## src/rtl/dcache_pkg.sv

```systemverilog
// rtl/dcache_pkg.sv - shared types and defaults for the direct-mapped data cache controller
package dcache_pkg;
    localparam int DEF_BLOCK_SIZE = 10;
    localparam int DEF_DATA_SIZE  = 32;
    localparam int DEF_INDEX_SIZE = 5;
    localparam int CNT_W          = 16;

    typedef enum logic [2:0] {
        S_IDLE   = 3'd0,
        S_LOOKUP = 3'd1,
        S_REFILL = 3'd2,
        S_WRITE  = 3'd3,
        S_RESP   = 3'd4
    } state_t;
endpackage

```

## src/rtl/dcache_array.sv

```systemverilog
// rtl/dcache_array.sv - tag/valid/data storage with single-cycle flush
module dcache_array #(
    parameter int INDEX_SIZE = 5,
    parameter int TAG_SIZE   = 5,
    parameter int DATA_SIZE  = 32
) (
    input  logic                  clk,
    input  logic                  rst,
    input  logic                  flush,
    input  logic [INDEX_SIZE-1:0] idx,
    input  logic                  fill,
    input  logic                  update,
    input  logic [TAG_SIZE-1:0]   wr_tag,
    input  logic [DATA_SIZE-1:0]  wr_data,
    output logic                  rd_valid,
    output logic [TAG_SIZE-1:0]   rd_tag,
    output logic [DATA_SIZE-1:0]  rd_data
);
    localparam int ROWS = 2 ** INDEX_SIZE;

    logic [ROWS-1:0]      valid_q;
    logic [TAG_SIZE-1:0]  tag_q  [ROWS];
    logic [DATA_SIZE-1:0] data_q [ROWS];

    always_ff @(posedge clk or negedge rst) begin
        if (!rst) begin
            valid_q <= '0;
        end else if (flush) begin
            valid_q <= '0;
        end else if (fill) begin
            valid_q[idx] <= 1'b1;
        end
    end

    // Tag and data contents survive reset; only the valid bits gate their use.
    always_ff @(posedge clk) begin
        if (fill) begin
            tag_q[idx]  <= wr_tag;
            data_q[idx] <= wr_data;
        end else if (update) begin
            data_q[idx] <= wr_data;
        end
    end

    assign rd_valid = valid_q[idx];
    assign rd_tag   = tag_q[idx];
    assign rd_data  = data_q[idx];
endmodule

```

## src/rtl/dcache_ctrl.sv

```systemverilog
// rtl/dcache_ctrl.sv - direct-mapped write-through/no-write-allocate cache FSM and statistics
module dcache_ctrl
    import dcache_pkg::*;
#(
    parameter int BLOCK_SIZE = DEF_BLOCK_SIZE,
    parameter int DATA_SIZE  = DEF_DATA_SIZE,
    parameter int INDEX_SIZE = DEF_INDEX_SIZE
) (
    input  logic                  clk,
    input  logic                  rst,
    input  logic                  cpu_req,
    input  logic                  cpu_we,
    input  logic [BLOCK_SIZE-1:0] cpu_addr,
    input  logic [DATA_SIZE-1:0]  cpu_wdata,
    output logic                  cpu_ready,
    output logic                  cpu_rvalid,
    output logic [DATA_SIZE-1:0]  cpu_rdata,
    output logic                  cpu_wack,
    input  logic                  flush,
    output logic [BLOCK_SIZE-1:0] mem_rdAddr,
    output logic                  mem_rdEn,
    input  logic [DATA_SIZE-1:0]  mem_data,
    output logic [BLOCK_SIZE-1:0] mem_wrAddr,
    output logic [DATA_SIZE-1:0]  mem_wrData,
    output logic                  mem_wrEn,
    output logic [CNT_W-1:0]      hit_cnt,
    output logic [CNT_W-1:0]      miss_cnt
);
    localparam int TAG_SIZE = BLOCK_SIZE - INDEX_SIZE;

    state_t                state_q, state_d;
    logic [BLOCK_SIZE-1:0] addr_q;
    logic                  we_q;
    logic [DATA_SIZE-1:0]  wdata_q;
    logic [DATA_SIZE-1:0]  rdata_q;
    logic [CNT_W-1:0]      hit_q, miss_q;

    logic                  accept, hit, arr_flush, fill, update;
    logic [INDEX_SIZE-1:0] idx;
    logic [TAG_SIZE-1:0]   tag;
    logic                  rd_valid;
    logic [TAG_SIZE-1:0]   rd_tag;
    logic [DATA_SIZE-1:0]  rd_data;
    logic [DATA_SIZE-1:0]  arr_wdata;

    assign idx       = addr_q[INDEX_SIZE-1:0];
    assign tag       = addr_q[BLOCK_SIZE-1:INDEX_SIZE];
    assign hit       = rd_valid && (rd_tag == tag);
    assign cpu_ready = (state_q == S_IDLE) && !flush;
    assign accept    = cpu_req && cpu_ready;
    assign arr_flush = (state_q == S_IDLE) && flush;
    assign fill      = (state_q == S_REFILL);
    assign update    = (state_q == S_WRITE) && hit;
    assign arr_wdata = fill ? mem_data : wdata_q;

    dcache_array #(
        .INDEX_SIZE(INDEX_SIZE),
        .TAG_SIZE  (TAG_SIZE),
        .DATA_SIZE (DATA_SIZE)
    ) u_array (
        .clk     (clk),
        .rst     (rst),
        .flush   (arr_flush),
        .idx     (idx),
        .fill    (fill),
        .update  (update),
        .wr_tag  (tag),
        .wr_data (arr_wdata),
        .rd_valid(rd_valid),
        .rd_tag  (rd_tag),
        .rd_data (rd_data)
    );

    always_comb begin
        state_d = state_q;
        case (state_q)
            S_IDLE:   if (accept) state_d = S_LOOKUP;
            S_LOOKUP: begin
                if (we_q)     state_d = S_WRITE;
                else if (hit) state_d = S_RESP;
                else          state_d = S_REFILL;
            end
            S_REFILL: state_d = S_RESP;
            S_WRITE:  state_d = S_RESP;
            S_RESP:   state_d = S_IDLE;
            default:  state_d = S_IDLE;
        endcase
    end

    always_ff @(posedge clk or negedge rst) begin
        if (!rst) begin
            state_q <= S_IDLE;
            addr_q  <= '0;
            we_q    <= 1'b0;
            wdata_q <= '0;
            rdata_q <= '0;
            hit_q   <= '0;
            miss_q  <= '0;
        end else begin
            state_q <= state_d;
            if (accept) begin
                addr_q  <= cpu_addr;
                we_q    <= cpu_we;
                wdata_q <= cpu_wdata;
            end
            if (state_q == S_LOOKUP && !we_q && hit) begin
                rdata_q <= rd_data;
            end else if (state_q == S_REFILL) begin
                rdata_q <= mem_data;
            end
            // Both reads and writes are classified when leaving LOOKUP.
            if (state_q == S_LOOKUP) begin
                if (hit && hit_q != {CNT_W{1'b1}}) begin
                    hit_q <= hit_q + 1'b1;
                end else if (!hit && miss_q != {CNT_W{1'b1}}) begin
                    miss_q <= miss_q + 1'b1;
                end
            end
        end
    end

    assign cpu_rvalid = (state_q == S_RESP) && !we_q;
    assign cpu_wack   = (state_q == S_RESP) && we_q;
    assign cpu_rdata  = rdata_q;

    assign mem_rdEn   = (state_q == S_REFILL);
    assign mem_rdAddr = mem_rdEn ? addr_q : '0;
    assign mem_wrEn   = (state_q == S_WRITE);
    assign mem_wrAddr = mem_wrEn ? addr_q : '0;
    assign mem_wrData = mem_wrEn ? wdata_q : '0;

    assign hit_cnt  = hit_q;
    assign miss_cnt = miss_q;
endmodule

```

## config.mk

```make
export PLATFORM = sky130hd
export DESIGN_NAME = dcache_ctrl
export DESIGN_NICKNAME = d
export VERILOG_FILES = /design/src/rtl/dcache_pkg.sv /design/src/rtl/dcache_array.sv /design/src/rtl/dcache_ctrl.sv
export SDC_FILE = /design/constraint.sdc
export NUM_CORES = 1
export LEC_CHECK = 0
export CORE_AREA = 3 3 314 316
export CTS_CLUSTER_DIAMETER = 60
export CTS_CLUSTER_SIZE = 20
export DETAILED_ROUTE_END_ITERATION = 10
export DIE_AREA = 0 0 317 319
export PLACE_DENSITY_LB_ADDON = 0.25
export SYNTH_ARGS = -nofsm -noshare
export SYNTH_HDL_FRONTEND = slang
export SYNTH_SLANG_ARGS = --single-unit
```

## constraint.sdc

```tcl
create_clock -name clk -period 6.1 [get_ports clk]
set_input_delay 0.61 -clock clk [delete_from_list [all_inputs] [get_ports clk]]
set_output_delay 0.61 -clock clk [all_outputs]
set_load 0.02 [all_outputs]
```

==> impl_metrics.env, run 1 <==
export IMPL_cts_made_buffers=91
export IMPL_cts_sinks=1326
export IMPL_nNetsFinal=3425
export IMPL_violations="negative hold slack"
export IMPL_synthMuxAreaShare_pct=14.1
export IMPL_worst_slack_ns=0.903
export IMPL_start_kind="register"
export IMPL_final_cells=4692
export IMPL_clkLatencyLatePin_ns=0.70
export IMPL_power_density_nw_per_um2=499
export IMPL_grt_max_degree=127
export IMPL_vdd_drop_max_mv=0.311
export IMPL_synth_top_family_by_area="multiplexers"
export IMPL_antenna_cells=0
export IMPL_wl_per_cell_um=31.9
export IMPL_root_buffer="clkbuf_16"
export IMPL_dp_cells=4527
export IMPL_die_w_um=317
export IMPL_syn2layout_area_growth_pct=13.6
export IMPL_synth_area_um2=52600
export IMPL_gp_congestion=0.893
export IMPL_ys_ff_latch=1326
export IMPL_cts_tree="yes"
export IMPL_hold_path_class="input pin to async pin"
export IMPL_synth_seq_area_share_pct=74.3
export IMPL_coreArea_um2=96300
export IMPL_worst_endpoint_arrival_ns=5.54
export IMPL_yosys_area_share_simple_pct=4.62
export IMPL_grt_overflow=0
export IMPL_io_pins=200
export IMPL_dieArea_um2=101000
export IMPL_drive_gt1_share_pct=12.7
export IMPL_drc=0
export IMPL_hold_buffers=0
export IMPL_endpoint_kind="register"
export IMPL_skew_ns=0.0523
export IMPL_post_cts_buffers=0
export IMPL_timing_worst_slew_pin_value_ns=1.33
export IMPL_path_clk_slew_ns=0.08
export IMPL_layout_area_seq_um2=39100
export IMPL_setup_tns_ns=0
export IMPL_worst_r2r_startpoint="addr_q[1]$_DFFE_PN0P_"
export IMPL_hold_viol=13
export IMPL_cts_resized_gates=0
export IMPL_htree_levels=3
export IMPL_whs_ns=-0.0431
export IMPL_synth_compound_area_share_pct=4.67
export IMPL_die_h_um=319
export IMPL_ys_async_sr_fraction_pct=10.7
export IMPL_synthAdderAreaFrac_pct=0.0476
export IMPL_yosys_cell_types_count=59
export IMPL_crit_start="addr_q[1]$_DFFE_PN0P_"
export IMPL_max_freq_mhz=192
export IMPL_io_buffer_count=199
export IMPL_drt_iter0_markers=4369
export IMPL_cts_buffer_depth=3
export IMPL_status="complete, but fails checks"
export IMPL_grt_pass1_vias=29500
export IMPL_fin_crit_sh_pct=85.2
export IMPL_rsz0062_at_grt="no"
export IMPL_setup_violations=0
export IMPL_rows=114
export IMPL_ant_nets=0
export IMPL_synth_edf_count=1184
export IMPL_syn_area_per_cell_um2=16.9
export IMPL_critPathKind="register to register"
export IMPL_grt_pass1_wl_um=212000
export IMPL_max_slew_margin_pct=10.9
export IMPL_worstPathRequired_ns=6.45
export IMPL_p_leak_uw=0.0215
export IMPL_routed_wl_um=150000
export IMPL_crit_path_max_fanout=63
export IMPL_grt_total_usage_pct=29.3
export IMPL_pre_cts_ws_ns=0.939
export IMPL_yosysWarnings=0
export IMPL_viasPerCell=6.50
export IMPL_fin_crit_ns=5.20
export IMPL_maxCapViolCount=0
export IMPL_antenna_found_initial=6
export IMPL_netlist_instances=3108
export IMPL_fillCellCount=6814
export IMPL_drt_pass1_iterations=6
export IMPL_syn_nets=3189
export IMPL_via_count=30500
export IMPL_multi_input_area_um2=12900
export IMPL_start_util_pct=54.7
export IMPL_drv_slew=0
export IMPL_synth_flop_cell="edfxtp_1"
export IMPL_reg2reg_slack_ns=0.90
export IMPL_dp_hpwl_um=93300
export IMPL_synthXorXnorAreaFrac_pct=0.499
==> layer usage <==
metal | global-route usage, % | part of all wire, % | vias up
li1 | - | - | 12700
met1 | 43.1 | 40 | 15500
met2 | 42.8 | 44 | 2015
met3 | 9.81 | 14 | 198
met4 | 6.53 | 2.1 | 2
met5 | 0 | 0.0087 | -
==> cell usage after synthesis, types with 10 or more instances <==
library cell / number / share of area [%]
xor2_1: 13 / 0.22
nor4_1: 89 / 1.1
dfrtp_1: 142 / 6.8
clkbuf_1: 89 / 0.63
a21oi_1: 34 / 0.32
nand2_1: 152 / 1.1
and3_1: 62 / 0.74
mux2_2: 46 / 0.98
nand3_1: 10 / 0.095
mux2_4: 30 / 0.86
o22ai_1: 299 / 3.6
nor2_1: 77 / 0.55
nor3_1: 26 / 0.25
buf_2: 76 / 0.72
edfxtp_1: 1184 / 68
o21a_1: 33 / 0.47
mux2i_1: 624 / 12
xnor2_1: 17 / 0.28
==> metrics by stage <==
stage / instance area [µm²] / hold slack [ns] / util [%] / power [µW]
finish: 59800 / -0.0431 / 62.1 / 29800
global route: 59800 / 0.0311 / 62.1 / 30700
CTS: 59800 / 0.000723 / 62.1 / 29700
detailed placement: 56700 / 0.474 / 58.9 / 23300
global placement: 56700 / 0.467 / 58.9 / 23000
floorplan: 52600 / 0.314 / - / 18600
==> sequential cells by signal, indices dropped and copies added, names as in the netlist <==
register and flops:
state_q 3, addr_q 10, we_q 1, u_array.valid_q 32, u_array.data_q 1024, u_array.tag_q 160, miss_cnt 16, hit_cnt 16
cpu_rdata 32, wdata_q 32
==> path summary, 6_finish.rpt <==
kind	to	depth (start not counted)
max in group asynchronous	wdata_q[8]$_DFFE_PN0P_	2
worst max register to register	u_array.data_q[12][21]$_DFFE_PP_	10
min in group clk	u_array.valid_q[11]$_DFFE_PN0P_	1
worst max-delay path	u_array.data_q[12][21]$_DFFE_PP_	10
worst min-delay path	addr_q[9]$_DFFE_PN0P_	1
worst min register to register	u_array.valid_q[11]$_DFFE_PN0P_	1
==> placed cells by master (no fill, tap or decap), types with 30 or more instances in the layout <==
master	netlist	final
mux2_2	46	46
dfrtp_1	142	139
mux2i_1	624	624
o21a_1	33	33
buf_4	8	127
a21oi_1	34	34
nand2_1	152	147
clkdlybuf4s50_1	0	198
clkbuf_16	0	92
mux2_4	30	30
nor4_1	89	73
o22ai_1	299	299
and3_1	62	62
nor2_1	77	77
edfxtp_1	1184	1184
==> worst max-delay path, stage by stage, from the launching register on <==
cell and delay, ns:
dfrtp_4 1.12, buf_4 0.45, mux2i_1 0.23, o22ai_1 0.10, or4_4 0.58, nor3_2 0.26
o22ai_4 0.15, nor3_4 0.32, o21ai_4 0.20, nor4_2 0.88, buf_4 0.47
==> layout make-up <==
class	count	share of cell area, %
Tap cell	1276	2.67
Inverter	9	0.0565
Clock buffer	113	4.01
Sequential cell	1326	65.4
Timing Repair Buffer	330	5.06
Multi-Input combinational cell	1586	21.6
Clock inverter	52	1.19
==> where the power goes <==
part           switching [µW]  internal, µW
registers                 495         12100
logic                    7400          3300
clock network            3240          3260
total                   11100         18700
==> kinds of logic after synthesis <==
family,after synthesis
flip-flops,1326
multiplexers,709
AO/OA/AOI/OAI,382
adder cells (fa/ha/maj),2
AND/OR/NAND/NOR,463
buffers and inverters,196
XOR/XNOR,30
Power figures use the tool's default switching activity.
==> run 2: changes to the inputs <==
--- a/config.mk
+++ b/config.mk
@@ -5,11 +5,10 @@
 export SDC_FILE = /design/constraint.sdc
 export NUM_CORES = 1
 export LEC_CHECK = 0
-export CORE_AREA = 3 3 314 316
-export CTS_CLUSTER_DIAMETER = 60
+export CORE_AREA = 3 3 301 303
 export CTS_CLUSTER_SIZE = 20
 export DETAILED_ROUTE_END_ITERATION = 10
-export DIE_AREA = 0 0 317 319
+export DIE_AREA = 0 0 304 306
 export PLACE_DENSITY_LB_ADDON = 0.25
 export SYNTH_ARGS = -nofsm -noshare
 export SYNTH_HDL_FRONTEND = slang
==> constraint.sdc (replaced) <==
create_clock -name clk -period 6.54 [get_ports clk]
set_input_delay 0.654 -clock clk [delete_from_list [all_inputs] [get_ports clk]]
set_output_delay 0.654 -clock clk [all_outputs]
set_load 0.02 [all_outputs]
==> run 2 against run 1 <==
Compared with the run above:
- the run now ends clean
- clock power rose by 12%
- combinational power is essentially flat
- total power grew 0.46%
- via count increased by 4.9%
- global-route usage is 6.4 points higher
- critical path type is now register to output port
- largest power group unchanged
==> impl_metrics.env, run 2 (synthesis gave the netlist of run 1 again) <==
export IMPL_min_from="miss_cnt[8]$_DFFE_PN0P_"
export IMPL_hold_viol=0
export IMPL_crit_start="state_q[0]$_DFFE_PN0P_"
export IMPL_post_route_cell_area_um2=60300
export IMPL_min_path_cells=1
export IMPL_dp_hpwl_um=107000
export IMPL_max_stage_delay_ns=1.14
export IMPL_r2r_cells=9
export IMPL_endpoint_kind="output port"
export IMPL_maxCapViolCount=0
export IMPL_power_density_nw_per_um2=496
export IMPL_vdd_drop_max_mv=0.512
export IMPL_critPathKind="register to output port"
export IMPL_root_buffer="clkbuf_16"
export IMPL_coreArea_um2=88200
export IMPL_cts_sinks=1326
export IMPL_path_clk_slew_ns=0.07
export IMPL_worst_endpoint_arrival_ns=4.59
export IMPL_drt_pass1_iterations=10
export IMPL_grt_pass1_wl_um=232000
export IMPL_layout_commonest_cell="edfxtp_1"
export IMPL_rsz0062_at_grt="no"
export IMPL_wl_per_cell_um=36.5
export IMPL_antenna_found_initial=7
export IMPL_max_freq_mhz=191
export IMPL_routed_wl_um=168000
export IMPL_cts_tree="yes"
export IMPL_dp_cells=4362
export IMPL_rows=109
export IMPL_hold_path_class="register to register"
export IMPL_drc=0
export IMPL_cts_buffer_depth=3
export IMPL_grt_pass1_vias=30400
export IMPL_cts_made_buffers=131
export IMPL_setup_tns_ns=0
export IMPL_fin_crit_sh_pct=80.2
export IMPL_dieArea_um2=93000
export IMPL_p_leak_uw=0.0217
export IMPL_drt_iter0_markers=5769
export IMPL_die_h_um=306
export IMPL_reg_largest_list="u_array.data_q (1024), u_array.tag_q (160)"
export IMPL_io_pins=200
export IMPL_io_buffer_count=199
export IMPL_worst_r2r_startpoint="addr_q[3]$_DFFE_PN0P_"
export IMPL_worstPathRequired_ns=5.89
export IMPL_largest_register="u_array.data_q"
export IMPL_drive_gt1_share_pct=12.8
export IMPL_start_kind="register"
export IMPL_final_cell_mix="edfxtp_1 (1184), mux2i_1 (624), o22ai_1 (299)"
export IMPL_grt_max_degree=111
export IMPL_skew_ns=0.0367
export IMPL_timing_worst_slew_pin_value_ns=1.32
export IMPL_start_util_pct=59.6
export IMPL_p_total_uw=30000
export IMPL_syn2layout_area_growth_pct=14.7
export IMPL_nNetsFinal=3412
export IMPL_die_w_um=304
export IMPL_drv_slew=0
export IMPL_setup_violations=0
export IMPL_cpMaxStageDelayCell="dfrtp_2"
export IMPL_crit_path_max_fanout=70
export IMPL_final_cells=4600
export IMPL_place_area_um2=56200
export IMPL_grt_overflow=0
export IMPL_largest_reg_flops=1024
export IMPL_max_slew_margin_pct=12.3
export IMPL_gp_congestion=1.02
export IMPL_post_cts_buffers=0
export IMPL_viasPerCell=6.96
export IMPL_fin_crit_ns=5.25
export IMPL_status="finished clean"
export IMPL_via_count=32000
export IMPL_grt_total_usage_pct=35.7
export IMPL_whs_ns=0.487
export IMPL_cts_resized_gates=0
export IMPL_clkLatencyLatePin_ns=0.76
export IMPL_ant_nets=0
export IMPL_crit_chain="inv_1 > nand2_4 > inv_2 > clkdlybuf4s50_1"
export IMPL_htree_levels=4
[run 2: worst max-delay path: cells and delay by family, from the launching register on]
family / cells / cell delay (ns)
buffers and inverters: 3 / 1.86
flip-flops: 1 / 1.14
AND/OR/NAND/NOR: 1 / 0.80
[run 2: final timing paths]
path	to	slack [ns]
setup / recovery	mem_rdEn	1.29
hold / removal	miss_cnt[8]$_DFFE_PN0P_	0.49
setup reg to reg	u_array.data_q[6][23]$_DFFE_PP_	1.30
hold reg to reg	miss_cnt[8]$_DFFE_PN0P_	0.49
max in group asynchronous	wdata_q[24]$_DFFE_PN0P_	4.57
min in group asynchronous	u_array.valid_q[3]$_DFFE_PN0P_	0.54
[run 2: layout make-up]
cell class                      count  area [µm²]
Sequential cell                  1326       39100
Fill cell                        5665       27900
Multi-Input combinational cell   1586       13000
Clock buffer                      171        3560
Timing Repair Buffer              277        2640
Tap cell                         1165        1460
Clock inverter                     62         533
Inverter                            9        33.8
Antenna cell                        4        10.0
[run 2: metrics by stage]
stage          setup WS [ns]  utilization [%]
2_1_floorplan          0.439                -
3_3_place_gp            1.60             63.7
3_5_place_dp            1.37             63.7
4_1_cts                 1.21             68.4
5_1_grt                 1.07             68.4
6_report                1.29             68.4
[run 2: what timing repair did]
item | in CTS | in global routing
hold endpoints to repair | 68 | 0
setup endpoints to repair | 0 | 0
hold buffers | 1 | 0
[run 2: metal layers]
| layer | share of wire, % | up-vias | GRT usage, % |
|---|---|---|---|
| met4 | 6.4 | 4 | 19.0 |
| met5 | 0.013 | - | 0 |
| met1 | 34 | 16000 | 46.5 |
| met2 | 45 | 2775 | 53.3 |
| li1 | - | 12800 | - |
| met3 | 15 | 480 | 12.6 |
[run 2: power breakdown]
group          switching (µW)  internal, µW
clock network            3170          4120
logic                    7820          2850
registers                 594         11400
total                   11600         18400
